<file path="src/rtl/taillamp_frame_decoder_if.sv">
// Lamp frame stream and decoder status bundle for taillamp_frame_decoder.
// The master side drives frames and clr; the slave side is the decoder.
interface taillamp_frame_decoder_if;
  logic [0:9] frame_in;
  logic       frame_valid;
  logic       clr;
  logic [1:0] mode;
  logic [3:0] seq_count;
  logic       seq_done;
  logic       stall;
  logic       frame_err;
  logic [7:0] dLED;

  modport master (
    output frame_in, frame_valid, clr,
    input  mode, seq_count, seq_done, stall, frame_err, dLED
  );

  modport slave (
    input  frame_in, frame_valid, clr,
    output mode, seq_count, seq_done, stall, frame_err, dLED
  );
endinterface

</file>
<file path="src/rtl/taillamp_frame_decoder.sv">
// Tail-lamp frame stream checker: locks turn mode from the opening frame, flags violations,
// counts completed sequences. Define TAILDEC_TIMEOUT_EN to add the idle-timeout abandon.
module taillamp_frame_decoder #(
  parameter int unsigned MAX_FRAMES = 48,
  parameter int unsigned SEQ_LIMIT  = 9
`ifdef TAILDEC_TIMEOUT_EN
  ,
  parameter int unsigned TIMEOUT_CYC = 10000000
`endif
) (
  input logic                  clk,
  input logic                  RESET,
  taillamp_frame_decoder_if.slave bus
);

  localparam int unsigned FcW = $clog2(MAX_FRAMES + 1);
  localparam logic [3:0]  SeqLim = 4'(SEQ_LIMIT);

  typedef enum logic [1:0] {StIdle, StRun, StGap, StDone} state_e;

  state_e           state_q;
  logic [1:0]       mode_q;
  logic [3:0]       count_q;
  logic [FcW-1:0]   fcnt_q;
  logic             done_q;
  logic             stall_q;
  logic             err_q;
  logic [7:0]       led_q;

`ifdef TAILDEC_TIMEOUT_EN
  localparam int unsigned ToW = (TIMEOUT_CYC > 1) ? $clog2(TIMEOUT_CYC) : 1;
  logic [ToW-1:0] tcnt_q;
`endif

  logic [0:9]     frame;
  logic           violation;
  logic [3:0]     count_inc;
  logic [FcW-1:0] fcnt_inc;

  function automatic logic [7:0] seg_code(logic [3:0] v);
    case (v)
      4'd0:    seg_code = 8'b01000000;
      4'd1:    seg_code = 8'b01111001;
      4'd2:    seg_code = 8'b00100100;
      4'd3:    seg_code = 8'b00110000;
      4'd4:    seg_code = 8'b00011001;
      4'd5:    seg_code = 8'b00010010;
      4'd6:    seg_code = 8'b00000010;
      4'd7:    seg_code = 8'b01111000;
      4'd8:    seg_code = 8'b00000000;
      4'd9:    seg_code = 8'b00010000;
      default: seg_code = 8'b01000000;
    endcase
  endfunction

  always_comb begin
    frame     = bus.frame_in;
    // Single-side modes may only light their own half; full mode accepts anything.
    violation = ((mode_q == 2'b10) && (|frame[0:4])) ||
                ((mode_q == 2'b11) && (|frame[5:9]));
    count_inc = (count_q == SeqLim) ? count_q : count_q + 4'd1;
    fcnt_inc  = fcnt_q + 1'b1;
  end

  always_ff @(posedge clk or negedge RESET) begin
    if (!RESET) begin
      state_q <= StIdle;
      mode_q  <= 2'b00;
      count_q <= 4'd0;
      fcnt_q  <= '0;
      done_q  <= 1'b0;
      stall_q <= 1'b0;
      err_q   <= 1'b0;
      led_q   <= 8'b01000000;
`ifdef TAILDEC_TIMEOUT_EN
      tcnt_q  <= '0;
`endif
    end else begin
      done_q  <= 1'b0;
      stall_q <= 1'b0;
      if (bus.clr) begin
        state_q <= StIdle;
        mode_q  <= 2'b00;
        count_q <= 4'd0;
        fcnt_q  <= '0;
        err_q   <= 1'b0;
        led_q   <= seg_code(4'd0);
`ifdef TAILDEC_TIMEOUT_EN
        tcnt_q  <= '0;
`endif
      end else if (bus.frame_valid) begin
`ifdef TAILDEC_TIMEOUT_EN
        tcnt_q <= '0;
`endif
        unique case (state_q)
          StIdle: begin
            if (frame == 10'b0000110000 || frame == 10'b0000010000 ||
                frame == 10'b0000100000) begin
              unique case (frame)
                10'b0000110000: mode_q <= 2'b01;
                10'b0000010000: mode_q <= 2'b10;
                default:        mode_q <= 2'b11;
              endcase
              fcnt_q  <= FcW'(1);
              state_q <= StRun;
            end
          end
          StRun, StGap: begin
            if (state_q == StGap && frame == 10'b0) begin
              count_q <= count_inc;
              led_q   <= seg_code(count_inc);
              done_q  <= 1'b1;
              mode_q  <= 2'b00;
              fcnt_q  <= '0;
              state_q <= (count_inc == SeqLim) ? StDone : StIdle;
            end else begin
              if (violation) err_q <= 1'b1;
              // Completion was ruled out above, so hitting the limit here is an overrun.
              if (fcnt_inc >= FcW'(MAX_FRAMES)) begin
                err_q   <= 1'b1;
                mode_q  <= 2'b00;
                fcnt_q  <= '0;
                state_q <= StIdle;
              end else begin
                fcnt_q  <= fcnt_inc;
                state_q <= (frame == 10'b0) ? StGap : StRun;
              end
            end
          end
          StDone: ;
          default: state_q <= StIdle;
        endcase
      end
`ifdef TAILDEC_TIMEOUT_EN
      else if (state_q == StRun || state_q == StGap) begin
        if (tcnt_q == ToW'(TIMEOUT_CYC - 1)) begin
          stall_q <= 1'b1;
          mode_q  <= 2'b00;
          fcnt_q  <= '0;
          tcnt_q  <= '0;
          state_q <= StIdle;
        end else begin
          tcnt_q <= tcnt_q + 1'b1;
        end
      end else begin
        tcnt_q <= '0;
      end
`endif
    end
  end

  assign bus.mode      = mode_q;
  assign bus.seq_count = count_q;
  assign bus.seq_done  = done_q;
  assign bus.stall     = stall_q;
  assign bus.frame_err = err_q;
  assign bus.dLED      = led_q;

endmodule

</file>
<file path="src/flat_wrapper.sv">
// flat-port wrapper written by rule: the top's interface ports become plain ports
module taillamp_frame_decoder_flat 
#(
  parameter int unsigned MAX_FRAMES = 48,
  parameter int unsigned SEQ_LIMIT  = 9

)
  (clk, RESET, bus_frame_in, bus_frame_valid, bus_clr, bus_mode, bus_seq_count, bus_seq_done, bus_stall, bus_frame_err, bus_dLED);
  taillamp_frame_decoder_if bus_i ();
  input logic clk;
  input logic RESET;
  input wire logic [$bits(bus_i.frame_in)-1:0] bus_frame_in;
  input wire logic [$bits(bus_i.frame_valid)-1:0] bus_frame_valid;
  input wire logic [$bits(bus_i.clr)-1:0] bus_clr;
  output wire logic [$bits(bus_i.mode)-1:0] bus_mode;
  output wire logic [$bits(bus_i.seq_count)-1:0] bus_seq_count;
  output wire logic [$bits(bus_i.seq_done)-1:0] bus_seq_done;
  output wire logic [$bits(bus_i.stall)-1:0] bus_stall;
  output wire logic [$bits(bus_i.frame_err)-1:0] bus_frame_err;
  output wire logic [$bits(bus_i.dLED)-1:0] bus_dLED;
  assign bus_i.frame_in = bus_frame_in;
  assign bus_i.frame_valid = bus_frame_valid;
  assign bus_i.clr = bus_clr;
  assign bus_mode = bus_i.mode;
  assign bus_seq_count = bus_i.seq_count;
  assign bus_seq_done = bus_i.seq_done;
  assign bus_stall = bus_i.stall;
  assign bus_frame_err = bus_i.frame_err;
  assign bus_dLED = bus_i.dLED;
  taillamp_frame_decoder #(.MAX_FRAMES(MAX_FRAMES), .SEQ_LIMIT(SEQ_LIMIT)) u_core (.clk(clk), .RESET(RESET), .bus(bus_i));
endmodule
</file>
<file path="config.mk">
export PLATFORM = sky130hd
export DESIGN_NAME = taillamp_frame_decoder_flat
export DESIGN_NICKNAME = d
export VERILOG_FILES = /design/src/rtl/taillamp_frame_decoder_if.sv /design/src/rtl/taillamp_frame_decoder.sv /design/src/flat_wrapper.sv
export SDC_FILE = /design/constraint.sdc
export NUM_CORES = 1
export LEC_CHECK = 0
export ABC_AREA = 1
export ABC_CLOCK_PERIOD_IN_PS = 2400
export BUFFER_PORTS_ARGS = -buffer_cell sky130_fd_sc_hd__clkbuf_2
export CORE_UTILIZATION = 23
export CTS_CLUSTER_SIZE = 24
export DETAILED_ROUTE_END_ITERATION = 10
export PLACE_DENSITY = 0.38
export SLEW_MARGIN = 40
export SYNTH_ARGS = -nofsm -noshare
export SYNTH_HDL_FRONTEND = slang
export SYNTH_SLANG_ARGS = --single-unit
</file>
<file path="constraint.sdc">
create_clock -name clk -period 2.4 [get_ports clk]
set_input_delay 0.6 -clock clk [delete_from_list [all_inputs] [get_ports clk]]
set_output_delay 0.6 -clock clk [all_outputs]
set_load 0.01 [all_outputs]
</file>
==> impl_metrics.toml <==
[run_status]
status = "completed"

[route]
routedWlPerCell_um = 11.5
num_vias = 1440
vias_per_cell = 4.42
first_pass_iters = 4
drc = 0
finalWirelength_um = 3760
ant_nets = 0
drt_iter0_drc = 46

[timing]
finalCritPeriodShare = 0.770
skew_ns = 0.00369
worstMarginPinSlew_ns = 0.600
slew_viol_final = 0
max_freq_ghz = 0.541
rsz0062_at_grt = "no"
slew_headroom = 0.600
hold_viol = 0
tns_ns = 0
post-route-min-period_ns = 1.85
setup_viol = 0
whs_ns = 0.319
finalWorstSetupSlack_ns = 0.551

[critical_path]
worstSetupStartpoint = "u_core.state_q[1]"
cp.arrival_ns = 2.00
cp-start-kind = "flip-flop"
cp_max_fo = 11
required_ns = 2.55
end_kind = "flip-flop"
r2r-start = "u_core.state_q[1]"
crit_type = "reg -> reg"

[synth]
synthDistinctLibCells = 30
synth_top_area_share = 0.347
synth_enable_flop_cells = 0
yosys-top-cells-area = "dfrtp_1, nand2_1, nand3_1"
synthCells = 219
syn_area_um2 = 1590
ys_ff_latch = 23
synth_top_cell_by_area = "dfrtp_1"
ys_seq_area_frac = 0.364
async_flop_share = 1.00
avgSynthCellArea_um2 = 7.24
ys.flop_type = "dfrtp_1"
yosys_warnings = 0

[global_routing]
grt_pass1_wl_um = 6620
grt_usage = 0.115
grt_max_degree = 24
antenna_found_initial = 0
overflow = 0
grt_pass1_vias = 1411

[layout]
antennaDiodeCount = 0
nets = 271
areaGrowthSynthToFinish_pct = 16.3
nFillCells = 715
stdcell_count = 326
multi_input_area_um2 = 877
drive_gt1_frac = 0.217
ff_latch_area_um2 = 577

[floorplanning]
rows = 29
start_util = 0.244
fp.dieH_um = 85.1
dieArea_um2 = 7230
design.core.area_um2 = 6490
die_w_um = 85.1
pin_count = 31

[clock_network]
insertion_delay_ns = 0.27
clockRootBuffer = "clkbuf_8"
cts_resized = 0
h-tree-depth = 1
holdBufCountCts = 0
cts_num_sinks = 23
cts_tree = "done"
postCtsSetupBuffers = 0
cts_made_buffers = 3
clkSlewWorstSetupHoldPaths_ns = 0.09
clock_path_buffers = 2

[placed_design]
routabilityCongestion = 0.764
place_hpwl_um = 3030
port_buffers = 28
dp_worst_setup_slack_ns = 0.473
placedCellCount = 322

[job]
drv_cap = 0

[power]
leakagePower_nw = 0.943
peakVddDrop_mv = 0.224
power_per_cell_area_nw_per_um2 = 731

[worst_hold_path]
hp-class = "in -> async"
==> final cells by class <==
cell class                 count  area share
clock buffer                   4      0.0244
multi-input combinational    165       0.475
inverter                      29      0.0597
sequential                    23       0.313
timing repair buffer          28      0.0759
tap                           77      0.0522
==> layout by cell type, fill, tap and decap left out, types with 2 or more instances in the layout <==
| cell | instances |
|---|---|
| clkbuf_2 | 28 |
| o21ai_1 | 5 |
| conb_1 | 2 |
| inv_2 | 3 |
| nand2_1 | 62 |
| nor2_4 | 2 |
| xor2_1 | 5 |
| nor2_1 | 22 |
| nand3_2 | 4 |
| a21oi_1 | 4 |
| inv_1 | 24 |
| nand3_1 | 22 |
| nand2_2 | 4 |
| nand4_1 | 3 |
| ha_1 | 7 |
| dfrtp_1 | 22 |
| clkbuf_8 | 3 |
| o21ai_0 | 10 |
| o21ai_2 | 4 |
| o21a_1 | 2 |
==> worst max-delay path, stage by stage, from the launching register on <==
cell and delay [ns]:
dfrtp_1 0.38, inv_1 0.05, ha_1 0.31, nor2_1 0.25, nor2_1 0.15, nand2_2 0.23
clkinv_2 0.16, nand3_1 0.10, o21ai_0 0.10
==> power breakdown <==
group	leakage [nW]	internal (W)	switching, W
sequential	0.308	0.000463	0.0000765
clock	0.0228	0.000119	0.000133
combinational	0.612	0.000191	0.000367
total	0.943	0.000773	0.000576
==> per-layer routing <==
layer,track usage,vias to the layer above,routed length [um]
met2,0.173,20,1590
met1,0.167,662,2000
met3,0.0175,5,101
met4,0.0416,0,61
met5,0,-,0
li1,-,753,-
==> synthesized netlist by cell type (2+ instances only) <==
master   count
ha_1         7
inv_1       24
xor2_1       5
o21ai_2      4
nand4_1      3
nand3_2      4
buf_4        2
o21ai_0     10
o21ai_1      5
dfrtp_1     22
a21oi_1      4
o21a_1       2
nand2_1     62
nand2_2      4
nor2_1      22
inv_2        3
nand3_1     22
nor2_4       2
==> sequential cells by signal, summed over array words and instances (netlist names) <==
name	flops
u_core.bus.dLED	7
u_core.bus.frame_err	1
u_core.bus.mode	2
u_core.bus.seq_count	4
u_core.bus.seq_done	1
u_core.fcnt_q	6
u_core.state_q	2
==> per-stage QoR <==
stage	area, um2	util	power [W]
after detailed placement	1800	0.277	0.00111
final	1850	0.284	0.00135
after floorplan	1590	-	0.000925
after global routing	1850	0.284	0.00147
after CTS	1850	0.284	0.00136
after global placement	1800	0.277	0.00112
==> cells by family (layout without fill, tap and decap cells) <==
logic type      Yosys count  in the layout  synth area share
xor+xnor                  5              5            0.0276
compound gates           26             26            0.0970
simple gates            125            125             0.368
flops                    23             23             0.364
fa+ha+maj                 7              7            0.0552
other cells               1              2           0.00236
buf+inv                  32             61            0.0860
==> final timing paths <==
check | to | slack, ns | depth (start not counted)
min in group clk | u_core.bus.dLED[4] | 0.49 | 2
worst max-delay path | u_core.bus.seq_count[1] | 0.55 | 8
max in group asynchronous | u_core.bus.seq_count[3] | 1.69 | 1
worst min register to register | u_core.bus.dLED[4] | 0.49 | 2
worst min-delay path | u_core.fcnt_q[5] | 0.32 | 1
worst max register to register | u_core.bus.seq_count[1] | 0.55 | 8
(Power assumes the default switching activity.)
